[src/rtl/squash_if.sv]
// -----------------------------------------------------------------------------
// squash_if
//   Hazard-control bundle between the hazard/fetch side (master) and the
//   squash controller (slave). Signal prefixes follow the controller's view:
//   i_* flow into the controller and o_* flow out of it.
//
//   i_redirect    taken branch/jump this cycle (level)
//   i_load_use    load-use hazard this cycle (level)
//   i_instr       current fetched instruction word
//   o_squash      zero-select of the instruction input-or-zero mux
//   o_stall       hold PC/fetch (STALL only)
//   o_held_instr  instruction captured at stall entry
//   o_busy        controller not in RUN
// -----------------------------------------------------------------------------
interface squash_if #(
    parameter int WIDTH = 17
);
    logic             i_redirect;
    logic             i_load_use;
    logic [WIDTH-1:0] i_instr;
    logic             o_squash;
    logic             o_stall;
    logic [WIDTH-1:0] o_held_instr;
    logic             o_busy;

    modport master (
        output i_redirect, i_load_use, i_instr,
        input  o_squash, o_stall, o_held_instr, o_busy
    );

    modport slave (
        input  i_redirect, i_load_use, i_instr,
        output o_squash, o_stall, o_held_instr, o_busy
    );
endinterface

[src/rtl/squash_control.sv]
// -----------------------------------------------------------------------------
// squash_control
//   Sequential hazard controller driving the zero-select of the instruction
//   input-or-zero mux. A taken redirect produces FLUSH_CYCLES bubbles; a
//   load-use hazard produces STALL_CYCLES of stall-plus-bubble and captures
//   the stalled instruction so fetch can re-issue it.
//
//   Parameters
//     WIDTH         instruction width (must match mux data width)
//     FLUSH_CYCLES  bubble cycles per redirect, 1..15
//     STALL_CYCLES  stall cycles per load-use hazard, 1..15
//
//   Ports
//     i_clk           rising-edge clock
//     i_rst_n         synchronous active-low reset
//     sq_bus          squash_if.slave (redirect/load-use/instr in;
//                     squash/stall/held/busy out, all registered)
//     o_squash_count  saturating count of Squash=1 cycles (only when the
//                     SQUASH_STATS_EN macro is defined)
//
//   Optional feature macro: SQUASH_STATS_EN
// -----------------------------------------------------------------------------
module squash_control #(
    parameter int WIDTH        = 17,
    parameter int FLUSH_CYCLES = 1,
    parameter int STALL_CYCLES = 1
) (
    input  logic        i_clk,
    input  logic        i_rst_n,
`ifdef SQUASH_STATS_EN
    output logic [15:0] o_squash_count,
`endif
    squash_if.slave     sq_bus
);

    typedef enum logic [1:0] {
        ST_RUN   = 2'd0,
        ST_FLUSH = 2'd1,
        ST_STALL = 2'd2
    } state_t;

    // Counter reload values: the count runs down to zero inclusive, so a
    // reload of N-1 gives exactly N cycles in the state.
    localparam logic [3:0] FLUSH_LOAD = 4'(FLUSH_CYCLES - 1);
    localparam logic [3:0] STALL_LOAD = 4'(STALL_CYCLES - 1);

    state_t           r_state;
    logic [3:0]       r_cnt;
    logic             r_squash;
    logic             r_stall;
    logic             r_busy;
    logic [WIDTH-1:0] r_held;

    logic             w_cnt_done;

    assign w_cnt_done = (r_cnt == 4'd0);

    // Single-process FSM. Outputs are registered alongside the next state so
    // they are glitch-free and line up with the state they decode.
    always_ff @(posedge i_clk) begin
        if (!i_rst_n) begin
            r_state  <= ST_RUN;
            r_cnt    <= 4'd0;
            r_squash <= 1'b0;
            r_stall  <= 1'b0;
            r_busy   <= 1'b0;
            r_held   <= '0;
        end else begin
            case (r_state)
                ST_RUN: begin
                    if (sq_bus.i_redirect) begin
                        // Redirect wins over a simultaneous load-use; no capture.
                        r_state  <= ST_FLUSH;
                        r_cnt    <= FLUSH_LOAD;
                        r_squash <= 1'b1;
                        r_stall  <= 1'b0;
                        r_busy   <= 1'b1;
                    end else if (sq_bus.i_load_use) begin
                        r_state  <= ST_STALL;
                        r_cnt    <= STALL_LOAD;
                        r_squash <= 1'b1;
                        r_stall  <= 1'b1;
                        r_busy   <= 1'b1;
                        r_held   <= sq_bus.i_instr;
                    end else begin
                        r_squash <= 1'b0;
                        r_stall  <= 1'b0;
                        r_busy   <= 1'b0;
                    end
                end

                ST_FLUSH: begin
                    // Load-use is ignored here; the hazard unit re-raises it in RUN.
                    if (sq_bus.i_redirect) begin
                        r_cnt    <= FLUSH_LOAD;
                        r_squash <= 1'b1;
                        r_stall  <= 1'b0;
                        r_busy   <= 1'b1;
                    end else if (w_cnt_done) begin
                        r_state  <= ST_RUN;
                        r_squash <= 1'b0;
                        r_stall  <= 1'b0;
                        r_busy   <= 1'b0;
                    end else begin
                        r_cnt    <= r_cnt - 4'd1;
                    end
                end

                ST_STALL: begin
                    // A redirect abandons the stalled instruction: stall drops
                    // immediately but the held word stays for observation.
                    if (sq_bus.i_redirect) begin
                        r_state  <= ST_FLUSH;
                        r_cnt    <= FLUSH_LOAD;
                        r_squash <= 1'b1;
                        r_stall  <= 1'b0;
                        r_busy   <= 1'b1;
                    end else if (w_cnt_done) begin
                        r_state  <= ST_RUN;
                        r_squash <= 1'b0;
                        r_stall  <= 1'b0;
                        r_busy   <= 1'b0;
                    end else begin
                        r_cnt    <= r_cnt - 4'd1;
                    end
                end

                default: begin
                    r_state  <= ST_RUN;
                    r_cnt    <= 4'd0;
                    r_squash <= 1'b0;
                    r_stall  <= 1'b0;
                    r_busy   <= 1'b0;
                end
            endcase
        end
    end

    assign sq_bus.o_squash     = r_squash;
    assign sq_bus.o_stall      = r_stall;
    assign sq_bus.o_busy       = r_busy;
    assign sq_bus.o_held_instr = r_held;

`ifdef SQUASH_STATS_EN
    logic [15:0] r_squash_count;

    // Counts cycles in which the registered Squash output is high; sticks at
    // all-ones rather than wrapping so long runs stay visibly saturated.
    always_ff @(posedge i_clk) begin
        if (!i_rst_n) begin
            r_squash_count <= 16'd0;
        end else if (r_squash && (r_squash_count != 16'hFFFF)) begin
            r_squash_count <= r_squash_count + 16'd1;
        end
    end

    assign o_squash_count = r_squash_count;
`endif

endmodule

[src/flat_wrapper.sv]
// flat-port wrapper written by rule: the top's interface ports become plain ports
module squash_control_flat 
#(
    parameter int WIDTH        = 17,
    parameter int FLUSH_CYCLES = 1,
    parameter int STALL_CYCLES = 1
)
  (i_clk, i_rst_n, sq_bus_i_redirect, sq_bus_i_load_use, sq_bus_i_instr, sq_bus_o_squash, sq_bus_o_stall, sq_bus_o_held_instr, sq_bus_o_busy);
  squash_if #(.WIDTH(WIDTH)) sq_bus_i ();
  input  logic i_clk;
  input  logic i_rst_n;
  input wire logic [$bits(sq_bus_i.i_redirect)-1:0] sq_bus_i_redirect;
  input wire logic [$bits(sq_bus_i.i_load_use)-1:0] sq_bus_i_load_use;
  input wire logic [$bits(sq_bus_i.i_instr)-1:0] sq_bus_i_instr;
  output wire logic [$bits(sq_bus_i.o_squash)-1:0] sq_bus_o_squash;
  output wire logic [$bits(sq_bus_i.o_stall)-1:0] sq_bus_o_stall;
  output wire logic [$bits(sq_bus_i.o_held_instr)-1:0] sq_bus_o_held_instr;
  output wire logic [$bits(sq_bus_i.o_busy)-1:0] sq_bus_o_busy;
  assign sq_bus_i.i_redirect = sq_bus_i_redirect;
  assign sq_bus_i.i_load_use = sq_bus_i_load_use;
  assign sq_bus_i.i_instr = sq_bus_i_instr;
  assign sq_bus_o_squash = sq_bus_i.o_squash;
  assign sq_bus_o_stall = sq_bus_i.o_stall;
  assign sq_bus_o_held_instr = sq_bus_i.o_held_instr;
  assign sq_bus_o_busy = sq_bus_i.o_busy;
  squash_control #(.WIDTH(WIDTH), .FLUSH_CYCLES(FLUSH_CYCLES), .STALL_CYCLES(STALL_CYCLES)) u_core (.i_clk(i_clk), .i_rst_n(i_rst_n), .sq_bus(sq_bus_i));
endmodule
[config.mk]
export PLATFORM = sky130hd
export DESIGN_NAME = squash_control_flat
export DESIGN_NICKNAME = d
export VERILOG_FILES = /design/src/rtl/squash_if.sv /design/src/rtl/squash_control.sv /design/src/flat_wrapper.sv
export SDC_FILE = /design/constraint.sdc
export NUM_CORES = 1
export LEC_CHECK = 0
export ABC_AREA = 1
export BUFFER_PORTS_ARGS = -buffer_cell sky130_fd_sc_hd__buf_4
export CORE_ASPECT_RATIO = 1.4
export CORE_MARGIN = 1.5
export CORE_UTILIZATION = 53
export DETAILED_ROUTE_END_ITERATION = 10
export PLACE_DENSITY_LB_ADDON = 0.05
export SLEW_MARGIN = 5
export SYNTH_ARGS = -nofsm -noshare
export SYNTH_HDL_FRONTEND = slang
export SYNTH_SLANG_ARGS = --single-unit
[constraint.sdc]
create_clock -name i_clk -period 2.81 [get_ports i_clk]
set_clock_uncertainty 0.1 [all_clocks]
set_input_delay 0.281 -clock i_clk [delete_from_list [all_inputs] [get_ports i_clk]]
set_output_delay 0.281 -clock i_clk [all_outputs]
set_load 0.02 [all_outputs]
==> results of run 1 <==
## logic make-up (layout without fill, tap and decap cells)
kind of cell	after synthesis	count (layout)	share of synthesized area
buf+inv	38	75	0.144
compound gates	43	43	0.176
simple gates	47	47	0.210
flops	25	25	0.409
fa+ha+maj	6	6	0.0613
## final cells by class
| type | instances | area, µm² |
|---|---|---|
| flip-flops and latches | 25 | 500 |
| fillers | 192 | 657 |
| well taps | 22 | 27.5 |
| repair buffers | 40 | 300 |
| multi-input cells | 96 | 548 |
| inverters | 31 | 116 |
| clock inverters | 1 | 5.00 |
| clock buffers | 3 | 22.5 |
## per-layer routing
metal  track usage  vias to the layer above  part of all wire
met4        0.0779                        0            0.0095
met2         0.363                       30              0.53
li1              -                      577                 -
met1         0.196                      494              0.40
met5             0                        -                 0
met3        0.0332                        2             0.060
## state kept, by name, indices dropped and copies added (netlist names)
name,cells
u_core.sq_bus.o_busy,1
u_core.sq_bus.o_held_instr,17
u_core.r_cnt,4
u_core.r_state,2
u_core.sq_bus.o_stall,1
## layout by cell type (no fill, tap or decap)
master	instances
a21oi_1	21
buf_4	40
clkbuf_4	3
clkinv_2	1
dfxtp_1	25
ha_1	6
inv_1	29
inv_2	2
nand2_1	17
nand2_4	2
nand3_1	5
nand3_2	1
nand3_4	1
nand3b_1	1
nand4_1	2
nor2_1	10
nor2_2	2
nor2_4	3
nor3_1	3
o21ai_0	9
o21ai_1	13
## power by group through the flow
stage	sequential, mW	clock, mW	combinational (mW)
after floorplan	0.446	0	0.148
after global placement	0.416	0	0.249
after detailed placement	0.418	0	0.257
after CTS	0.410	0.160	0.258
after global routing	0.414	0.174	0.283
final	0.410	0.155	0.256
## stage by stage
stage / instance area (µm²) / power (mW) / hold slack (ns)
2_1_floorplan: 1220 / 0.595 / 0.352
3_3_place_gp: 1490 / 0.665 / 0.332
3_5_place_dp: 1490 / 0.675 / 0.337
4_1_cts: 1520 / 0.828 / 0.129
5_1_grt: 1520 / 0.872 / 0.150
6_report: 1520 / 0.821 / 0.132
## final timing paths
kind	end	start	slack [ns]
worst max-delay path	u_core.sq_bus.o_held_instr[12]$_SDFFE_PN0P_	u_core.r_state[1]$_SDFFE_PN0P_	1.16
worst min-delay path	u_core.sq_bus.o_held_instr[11]$_SDFFE_PN0P_	sq_bus_i_instr[11]	0.13
worst max register to register	u_core.sq_bus.o_held_instr[12]$_SDFFE_PN0P_	u_core.r_state[1]$_SDFFE_PN0P_	1.16
worst min register to register	u_core.sq_bus.o_held_instr[5]$_SDFFE_PN0P_	u_core.sq_bus.o_held_instr[5]$_SDFFE_PN0P_	0.35
## worst reg2reg max path: stages, from the launching register on
cell	delay, ns
dfxtp_1	0.36
inv_1	0.11
ha_1	0.32
nand3_4	0.32
o21ai_0	0.30
a21oi_1	0.06
==> results by group, run 1 <==
Outcome
  – Outcome: finished clean

Timing
  – Max frequency: 606 MHz
  – Setup ws final: 1.16 ns
  – Max_slew headroom: 0.769
  – Period minus WS final: 1.65 ns
  – RSZ-0062 raised after global routing: no
  – Final setup violating endpoints: 0
  – Setup TNS: 0 ns
  – Tcrit/Tclk final: 0.587
  – Max-slew violation count: 0
  – Total count of hold-check failures in the final report: 0
  – Least-Margin Pin Slew: 0.346 ns

Logic synthesis
  – Synth area leaders: dfxtp_1, inv_1, a21oi_1
  – Count of different cell masters after synthesis: 22
  – Syn. warnings: 0
  – #FFs+latches synth: 25
  – Biggest area consumer among synthesized cells: dfxtp_1
  – Number of flops mapped to enable cells by yosys: 0
  – Synth top area share: 0.409
  – Post-synth ARST share: 0
  – Synth Area per Inst: 7.70 µm²
  – Mapped Area: 0.00122 mm²
  – Post-synthesis net count: 186
  – Register area share after synthesis: 0.409
  – Prevailing post-synth register cell: dfxtp_1
  – Synthesized instance count: 159
  – Synth cell count leaders: inv_1, dfxtp_1, a21oi_1
  – Most frequent cell after synthesis: inv_1

Pwr
  – PD cells: 540 mW/mm²
  – Seq pwr share: 0.500
  – Clk pwr share: 0.189
  – Max IR drop VDD: 357 µV
  – Leak: 0.715 nW
  – Sw power: 274 µW
  – Int Pwr: 547 µW
  – Comb pwr share: 0.311
  – Sw Ratio: 0.334

GRT
  – Tot GR Track Use: 0.190
  – Initial antenna violation count: 0
  – First-pass GRT wire length: 3760 µm
  – Largest net degree at the start of global routing: 36
  – Overflow after GRT: 0
  – Vias in the first global route: 962

Die
  – IO Count: 41
  – Die width: 43.6 µm
  – Die height: 59.9 µm
  – Initial Util: 0.563
  – Row cnt: 20
  – Area of the core: 0.00218 mm²
  – Die Footprint: 0.00261 mm²

Drt
  – Final wirelength: 2310 µm
  – Vias/cell: 5.06
  – Final ANT Viol Nets: 0
  – Iteration-0 DRC Markers: 19
  – DR WL/cell: 10.6 µm
  – Drt drc: 0
  – DR vias: 1103
  – First-pass iteration count of the detailed router: 4

Critical path
  – Worst path required time: 2.92 ns
  – Max Fanout on Critical Path: 35
  – Arrival @ worst endpoint: 1.76 ns
  – CP cell instances: inv_1 -> ha_1 -> nand3_4 -> o21ai_0 -> a21oi_1
  – Worst setup EP type: flip-flop
  – Max incr delay on CP: 0.36 ns
  – Bufs and invs on worst path: 1
  – Delay-heaviest family, CP: flip-flops
  – R2R depth: 5
  – Crit. path cell count: 5
  – Max stage delay cell, worst path: dfxtp_1
  – Kind of critical path: flip-flop to flip-flop
  – Startpoint types: flip-flop

Min path
  – Hold Path Class: primary input to flip-flop
  – Hold Crit Depth: 3

Cells and area
  – Final Non-Filler Cells: 218
  – Nets@finish: 224
  – Final Core Density: 0.698
  – Area Overhead vs Synth: 24.1%
  – Number of diodes: 0
  – Share of cells above drive strength 1: 0.281

Clocking
  – TritonCTS buffer count: 3
  – CTS Sinks: 25
  – Post CTS Setup Buffer Count: 0
  – Worst-path clk slew: 0.14 ns
  – CTS tree: built
  – Clock root buffer: clkbuf_4
  – H-tree depth: 1
  – Later-pin clock latency in the skew report: 0.31 ns
  – Post-CTS Hold Fix Bufs: 0
  – Clock tree buffer depth: 2
  – Cts repair resizes: 0

Placement
  – IO buf count: 40
  – Placed Instances: 214
  – GPL Wtd Cong: 0.779
  – Post-DP HPWL: 1850 µm
  – Placement Setup Slack: 1.16 ns

Job
  – Max-Cap Viols: 0
Power figures use the tool's default switching activity.
==> run 2: changes to the inputs <==
- ABC_AREA: 1 -> 0
- CORE_UTILIZATION: 53 -> 44
- clock period: 2.81 -> 1.4 ns (I/O delays scaled with it)
==> results by group, run 2 <==
Outcome
  – Outcome: complete, but fails checks (was finished clean)
  – Failing checks: negative setup slack

Placement
  – GPL Wtd Cong: 0.741 (was 0.779)
  – IO buf count: 40 (unchanged)
  – Post-DP HPWL: 2070 µm (was 1850 µm)
  – Area of placed instances: 0.00161 mm² (was 0.00149 mm²)
  – Placed Instances: 223 (was 214)

Drt
  – Final ANT Viol Nets: 0 (unchanged)
  – Final wirelength: 3120 µm (was 2310 µm)
  – Iteration-0 DRC Markers: 14 (was 19)
  – DR vias: 1240 (was 1103)
  – Drt drc: 0 (unchanged)
  – First-pass iteration count of the detailed router: 4 (unchanged)
  – DR WL/cell: 12.6 µm (was 10.6 µm)
  – Vias/cell: 5.00 (was 5.06)

Timing
  – Max_slew headroom: 0.820 (was 0.769)
  – Least-Margin Pin Slew: 0.269 ns (was 0.346 ns)
  – Period minus WS final: 1.54 ns (was 1.65 ns)
  – Total count of hold-check failures in the final report: 0 (unchanged)
  – Max-slew violation count: 0 (unchanged)
  – Tcrit/Tclk final: 1.10 (was 0.587)
  – Max frequency: 648 MHz (was 606 MHz)
  – RSZ-0062 raised after global routing: yes (was no)
  – Final setup violating endpoints: 8 (was 0)
  – Setup ws final: -0.144 ns (was 1.16 ns)

Cells and area
  – FF/Latch Area: 505 µm² (was 500 µm²)
  – Final Non-Filler Cells: 248 (was 218)
  – Commonest non-fill, non-tap cell in the layout: buf_4 (unchanged)
  – Nets@finish: 240 (was 224)
  – Most frequent cells in the layout: buf_4, nand2_1, dfxtp_1, a21oi_1, dlygate4sd3_1 (was buf_4, inv_1, dfxtp_1, a21oi_1, nand2_1)
  – Number of diodes: 0 (unchanged)
  – Area Overhead vs Synth: 60.4% (was 24.1%)
  – Fill cells: 218 (was 192)
  – Final Core Density: 0.728 (was 0.698)
  – Max FFs per register: 17 (unchanged)
  – Post-route cell area: 0.00188 mm² (was 0.00152 mm²)
  – Share of cells above drive strength 1: 0.392 (was 0.281)
  – Multi-input gate area: 667 µm² (was 548 µm²)

Critical path
  – Worst path required time: 1.56 ns (was 2.92 ns)
  – Max stage delay cell, worst path: or3b_4 (was dfxtp_1)
  – Arrival @ worst endpoint: 1.70 ns (was 1.76 ns)
  – CP cell instances: inv_2 -> ha_4 -> or3b_4 -> buf_6 -> a21o_2 -> a21oi_2 (was inv_1 -> ha_1 -> nand3_4 -> o21ai_0 -> a21oi_1)
  – Startpoint types: flip-flop (unchanged)
  – Worst setup EP type: flip-flop (unchanged)
  – Max Fanout on Critical Path: 5 (was 35)
  – Max incr delay on CP: 0.39 ns (was 0.36 ns)
  – Kind of critical path: flip-flop to flip-flop (unchanged)

Clocking
  – CTS Sinks: 25 (unchanged)
  – Worst-path clk slew: 0.14 ns (about the same)
  – Clock tree buffer depth: 2 (unchanged)
  – TritonCTS buffer count: 3 (unchanged)
  – Later-pin clock latency in the skew report: 0.31 ns (about the same)
  – Clock root buffer: clkbuf_4 (unchanged)
  – CTS tree: built (unchanged)
  – H-tree depth: 1 (unchanged)

Job
  – Max-Cap Viols: 0 (unchanged)

Die
  – Die Footprint: 0.00299 mm² (was 0.00261 mm²)
  – Die height: 64.1 µm (was 59.9 µm)
  – Area of the core: 0.00259 mm² (was 0.00218 mm²)
  – IO Count: 41 (unchanged)
  – Row cnt: 22 (was 20)
  – Initial Util: 0.454 (was 0.563)
  – Die width: 46.7 µm (was 43.6 µm)

Pwr
  – Sw power: 418 µW (was 274 µW)
  – Leak: 0.788 nW (was 0.715 nW)
  – Int Pwr: 1.05 mW (was 547 µW)
  – PD cells: 779 mW/mm² (was 540 mW/mm²)
  – Max IR drop VDD: 424 µV (was 357 µV)
  – Sw Ratio: 0.285 (was 0.334)
  – Seq pwr share: 0.523 (was 0.500)
  – Clk pwr share: 0.217 (was 0.189)
  – Comb pwr share: 0.260 (was 0.311)

GRT
  – Tot GR Track Use: 0.212 (was 0.190)
  – Largest net degree at the start of global routing: 21 (was 36)
  – Overflow after GRT: 0 (unchanged)
  – Initial antenna violation count: 0 (unchanged)
  – Vias in the first global route: 1169 (was 962)
  – First-pass GRT wire length: 4730 µm (was 3760 µm)

Logic synthesis
  – Biggest area consumer among synthesized cells: dfxtp_1 (unchanged)
  – Synthesized instance count: 143 (was 159)
  – #FFs+latches synth: 25 (unchanged)
  – Register area share after synthesis: 0.426 (was 0.409)
  – Most frequent cell after synthesis: nand2_1 (was inv_1)
  – Synth top area share: 0.426 (was 0.409)
  – Synth cell count leaders: nand2_1, dfxtp_1, a21oi_1 (was inv_1, dfxtp_1, a21oi_1)
  – Synth area leaders: dfxtp_1, nand2_1, a21oi_1 (was dfxtp_1, inv_1, a21oi_1)
  – Number of flops mapped to enable cells by yosys: 0 (unchanged)
  – Prevailing post-synth register cell: dfxtp_1 (unchanged)
  – Syn. warnings: 0 (unchanged)
  – Mapped Area: 0.00117 mm² (was 0.00122 mm²)
  – Post-synthesis net count: 170 (was 186)
  – Synth Area per Inst: 8.22 µm² (was 7.70 µm²)
  – Count of different cell masters after synthesis: 35 (was 22)
  – Post-synth ARST share: 0 (unchanged)

Min path
  – Hold Path Class: primary input to flip-flop (unchanged)
[run 2: cell types whose count changed after synthesis, sizes merged, moves of 3 or more]
| cell | previous run | this run |
|---|---|---|
| inv | 31 | 6 |
| nand2 | 19 | 37 |
| o21ai | 22 | 5 |
| nor2 | 15 | 1 |
| nand3 | 7 | 3 |
| nor2b | 0 | 4 |
| nor3b | 0 | 3 |
[run 2: cell type report]
class	instances	share of cell area
Tap cell	36	0.0239
Sequential cell	25	0.268
Timing Repair Buffer	73	0.327
Clock buffer	3	0.0120
Multi-Input combinational cell	104	0.354
Inverter	6	0.0120
Clock inverter	1	0.00266
[run 2: metal layers]
metal / global-route usage / routed length (µm) / share of wire / vias to the layer above
li1: - / - / - / 627
met1: 0.209 / 1200 / 0.38 / 571
met2: 0.418 / 1710 / 0.55 / 34
met3: 0.0169 / 132 / 0.042 / 8
met4: 0.0799 / 74 / 0.024 / 0
met5: 0 / 0 / 0 / -
[run 2: logic make-up after synthesis]
group | Yosys count | synth area share
flip-flops | 25 | 0.426
adder cells (fa/ha/maj) | 6 | 0.0639
AO/OA/AOI/OAI | 36 | 0.183
AND/OR/NAND/NOR | 62 | 0.258
buffers and inverters | 14 | 0.0692
[run 2: worst max-delay path: cells and delay by family, from the launching register on]
family                   cells  cell delay, ns
adder cells (fa/ha/maj)      1            0.13
flip-flops                   1            0.35
AO/OA/AOI/OAI                2            0.31
buffers and inverters        2            0.22
AND/OR/NAND/NOR              1            0.39
[run 2: path summary, 6_finish.rpt]
check / end / startpoint / cells past startpoint / slack, ns
worst min register to register: u_core.sq_bus.o_held_instr[12]$_SDFFE_PN0P_ / u_core.sq_bus.o_held_instr[12]$_SDFFE_PN0P_ / 2 / 0.36
worst min-delay path: u_core.r_state[1]$_SDFFE_PN0P_ / i_rst_n / 3 / 0.04
worst max register to register: u_core.sq_bus.o_stall$_SDFFE_PN0P_ / u_core.r_cnt[1]$_SDFFE_PN0P_ / 6 / -0.14
worst max-delay path: u_core.sq_bus.o_stall$_SDFFE_PN0P_ / u_core.r_cnt[1]$_SDFFE_PN0P_ / 6 / -0.14
[run 2: repair_timing]
item / CTS / global route
pin swaps: 3 / 4
hold endpoints to repair: 17 / 0
hold buffers: 17 / 0
gates resized for setup: 9 / 4
buffers inserted: 2 / 2
cloned: 1 / 0
endpoints found under the setup margin: 8 / 15
[run 2: power groups by stage]
| stage | registers [mW] | clock network [mW] | logic (mW) |
|---|---|---|---|
| after detailed placement | 0.783 | 0 | 0.332 |
| final | 0.768 | 0.318 | 0.382 |
| after global routing | 0.773 | 0.357 | 0.413 |
| after CTS | 0.767 | 0.326 | 0.375 |
| after floorplan | 0.817 | 0 | 0.155 |
| after global placement | 0.781 | 0 | 0.327 |
[run 2: stage by stage]
step	setup TNS, ns	hold slack, ns	worst slack [ns]	total power, mW
3_3_place_gp	-0.247	0.288	-0.0741	1.11
4_1_cts	-0.414	0.0573	-0.112	1.47
6_report	-0.648	0.0379	-0.144	1.47
3_5_place_dp	-0.523	0.299	-0.131	1.12
5_1_grt	-1.12	0.0565	-0.177	1.54
2_1_floorplan	-0.216	0.174	-0.194	0.972
==> run 3: changes to the inputs <==
--- a/config.mk
+++ b/config.mk
@@ -13,5 +13,5 @@
 export DETAILED_ROUTE_END_ITERATION = 10
 export PLACE_DENSITY_LB_ADDON = 0.05
-export SLEW_MARGIN = 5
+export SETUP_SLACK_MARGIN = 0.15
 export SYNTH_ARGS = -nofsm -noshare
 export SYNTH_HDL_FRONTEND = slang
==> constraint.sdc (replaced) <==
create_clock -name i_clk -period 1.4 [get_ports i_clk]
set_clock_uncertainty 0.1 [all_clocks]
set_input_delay 0.21 -clock i_clk [delete_from_list [all_inputs] [get_ports i_clk]]
set_output_delay 0.21 -clock i_clk [all_outputs]
set_load 0.02 [all_outputs]
==> results by group, run 3 (synthesized netlist as in run 2, its figures left out) <==
Job
  – Max-Cap Viols: 0 (unchanged)

Pwr
  – Leak: 0.765 nW (was 0.788 nW)
  – Seq pwr share: 0.513 (was 0.523)
  – Power, Total: 1.49 mW (was 1.47 mW)
  – Comb pwr share: 0.279 (was 0.260)
  – Max IR drop VDD: 562 µV (was 424 µV)
  – PD cells: 822 mW/mm² (was 779 mW/mm²)
  – Clk pwr share: 0.208 (was 0.217)
  – Int Pwr: 1.08 mW (was 1.05 mW)
  – Sw Ratio: 0.278 (was 0.285)
  – Sw power: 415 µW (was 418 µW)

Clocking
  – H-tree depth: 1 (unchanged)
  – Clock tree buffer depth: 2 (unchanged)
  – Later-pin clock latency in the skew report: 0.31 ns (about the same)
  – TritonCTS buffer count: 3 (unchanged)
  – CTS tree: built (unchanged)
  – Post-CTS Hold Fix Bufs: 0 (was 17)
  – Clock root buffer: clkbuf_4 (unchanged)
  – Worst-path clk slew: 0.14 ns (about the same)
  – CTS Sinks: 25 (unchanged)

Cells and area
  – Most frequent cells in the layout: buf_4, nand2_1, dfxtp_1, a21oi_1, nand2_2 (was buf_4, nand2_1, dfxtp_1, a21oi_1, dlygate4sd3_1)
  – Area Overhead vs Synth: 54.6% (was 60.4%)
  – Max FFs per register: 17 (unchanged)
  – Nets@finish: 227 (was 240)
  – Commonest non-fill, non-tap cell in the layout: buf_4 (unchanged)
  – Number of diodes: 0 (unchanged)
  – FF/Latch Area: 505 µm² (unchanged)
  – Post-route cell area: 0.00182 mm² (was 0.00188 mm²)
  – Final Core Density: 0.702 (was 0.728)
  – Fill cells: 245 (was 218)
  – Multi-input gate area: 679 µm² (was 667 µm²)
  – Share of cells above drive strength 1: 0.472 (was 0.392)

Critical path
  – Kind of critical path: flip-flop to flip-flop (unchanged)
  – Worst path required time: 1.54 ns (was 1.56 ns)
  – Max Fanout on Critical Path: 3 (was 5)
  – Arrival @ worst endpoint: 1.66 ns (was 1.70 ns)
  – Reg-to-reg startpoint: u_core.r_state[0]$_SDFFE_PN0P_ (was u_core.r_cnt[1]$_SDFFE_PN0P_)
  – Max incr delay on CP: 0.38 ns (was 0.39 ns)
  – Bufs and invs on worst path: 1 (was 2)
  – Delay-heaviest family, CP: compound AO/OA/AOI/OAI gates (was simple AND/OR/NAND/NOR gates)
  – Max stage delay cell, worst path: dfxtp_2 (was or3b_4)
  – CP cell instances: inv_2 -> ha_4 -> and2b_2 -> a221o_1 -> a21oi_2 (was inv_2 -> ha_4 -> or3b_4 -> buf_6 -> a21o_2 -> a21oi_2)
  – Startpoint types: flip-flop (unchanged)
  – Worst r2r dst: u_core.sq_bus.o_busy$_SDFFE_PN0P_ (was u_core.sq_bus.o_stall$_SDFFE_PN0P_)
  – R2R depth: 5 (was 6)
  – Worst reg2reg setup slack: -0.12 ns (was -0.14 ns)
  – Worst setup EP type: flip-flop (unchanged)

Timing
  – Hold slack: 0.0278 ns (was 0.0379 ns)
  – Period minus WS final: 1.52 ns (was 1.54 ns)
  – RSZ-0062 raised after global routing: yes (unchanged)
  – Least-Margin Pin Slew: 0.300 ns (was 0.269 ns)
  – Setup TNS: -0.779 ns (was -0.648 ns)
  – Max_slew headroom: 0.799 (was 0.820)
  – Tcrit/Tclk final: 1.09 (was 1.10)
  – Setup ws final: -0.120 ns (was -0.144 ns)
  – Max-slew violation count: 0 (unchanged)
  – Total count of hold-check failures in the final report: 0 (unchanged)
  – Max frequency: 658 MHz (was 648 MHz)
  – Final setup violating endpoints: 25 (was 8)

Min path
  – Hold Path Class: primary input to flip-flop (unchanged)
  – Hold Path End: u_core.sq_bus.o_held_instr[13]$_SDFFE_PN0P_ (was u_core.r_state[1]$_SDFFE_PN0P_)
  – Hold Path Origin: sq_bus_i_instr[13] (was i_rst_n)
  – Hold Crit Depth: 3 (unchanged)

Drt
  – Final ANT Viol Nets: 0 (unchanged)
  – DR vias: 1194 (was 1240)
  – Iteration-0 DRC Markers: 18 (was 14)
  – Vias/cell: 5.08 (was 5.00)
  – DR WL/cell: 12.7 µm (was 12.6 µm)
  – First-pass iteration count of the detailed router: 2 (was 4)
  – Final wirelength: 2980 µm (was 3120 µm)
  – Drt drc: 0 (unchanged)

Die
  – Area of the core: 0.00259 mm² (unchanged)
  – Die height: 64.1 µm (unchanged)
  – Initial Util: 0.454 (unchanged)
  – Die width: 46.7 µm (unchanged)
  – Row cnt: 22 (unchanged)
  – Die Footprint: 0.00299 mm² (unchanged)
  – IO Count: 41 (unchanged)

GRT
  – Overflow after GRT: 0 (unchanged)
  – Tot GR Track Use: 0.214 (was 0.212)
  – Initial antenna violation count: 0 (unchanged)
  – Largest net degree at the start of global routing: 21 (unchanged)
  – Vias in the first global route: 1143 (was 1169)
  – First-pass GRT wire length: 4710 µm (was 4730 µm)

Placement
  – IO buf count: 40 (unchanged)
  – Post-DP HPWL: 2090 µm (was 2070 µm)
  – GPL Wtd Cong: 0.744 (was 0.741)
  – Area of placed instances: 0.00163 mm² (was 0.00161 mm²)

Outcome
  – Failing checks: negative setup slack (unchanged)
  – Outcome: complete, but fails checks (unchanged)
[run 3: changes by cell type in the layout (fill, tap and decap cells not counted), moves of 3 or more]
| cell | before | now |
|---|---|---|
| buf_6 | 1 | 4 |
| nand2_1 | 37 | 30 |
| nand2_2 | 0 | 6 |
| dlygate4sd3_1 | 17 | 0 |
[run 3: worst max path at each step]
stage	from	endpoint	slack, ns	cells past startpoint
after CTS	u_core.r_cnt[1]$_SDFFE_PN0P_	u_core.sq_bus.o_busy$_SDFFE_PN0P_	-0.12	5
after global placement	u_core.r_cnt[1]$_SDFFE_PN0P_	u_core.sq_bus.o_busy$_SDFFE_PN0P_	-0.08	5
after global routing	u_core.r_cnt[1]$_SDFFE_PN0P_	u_core.sq_bus.o_busy$_SDFFE_PN0P_	-0.17	5
final	u_core.r_state[0]$_SDFFE_PN0P_	u_core.sq_bus.o_busy$_SDFFE_PN0P_	-0.12	5
after detailed placement	u_core.r_cnt[1]$_SDFFE_PN0P_	u_core.sq_bus.o_busy$_SDFFE_PN0P_	-0.10	5
after floorplan	u_core.r_cnt[1]$_SDFFE_PN0P_	u_core.sq_bus.o_busy$_SDFFE_PN0P_	-0.19	6
[run 3: timing repair]
action | in CTS | in global routing
setup buffers | 3 | 0
gates cloned | 2 | 0
pin swaps | 4 | 2
endpoints found under the setup margin | 25 | 25
resized for setup | 15 | 12
[run 3: power by group through the flow]
stage / clock network (mW) / logic, mW / registers [mW]
2_1_floorplan: 0 / 0.164 / 0.817
4_1_cts: 0.322 / 0.397 / 0.765
3_3_place_gp: 0 / 0.337 / 0.781
3_5_place_dp: 0 / 0.344 / 0.782
6_report: 0.311 / 0.416 / 0.766
5_1_grt: 0.347 / 0.450 / 0.771
[run 3: layout make-up]
cell class                 count  area share
multi-input combinational    104       0.374
timing repair buffer          60       0.295
sequential                    25       0.278
tap                           36      0.0248
clock buffer                   4      0.0145
inverter                       6      0.0138
[run 3: worst register-to-register path: stages (launching register included)]
cell and delay (ns):
dfxtp_2 0.38, inv_2 0.05, ha_4 0.25, and2b_2 0.21, a221o_1 0.35, a21oi_2 0.11
[run 3: routing by layer]
layer | GRT usage | routed length, µm | up-vias
met3 | 0.0339 | 132 | 6
met2 | 0.403 | 1680 | 28
met1 | 0.217 | 1120 | 560
met5 | 0 | 0 | -
met4 | 0.0868 | 42 | 0
li1 | - | - | 600
[run 3: metrics by stage]
stage          cells  setup slack (ns)
3_3_place_gp     226           -0.0826
4_1_cts          235            -0.120
6_report         235            -0.120
2_1_floorplan    143            -0.193
5_1_grt          235            -0.175
3_5_place_dp     226            -0.104
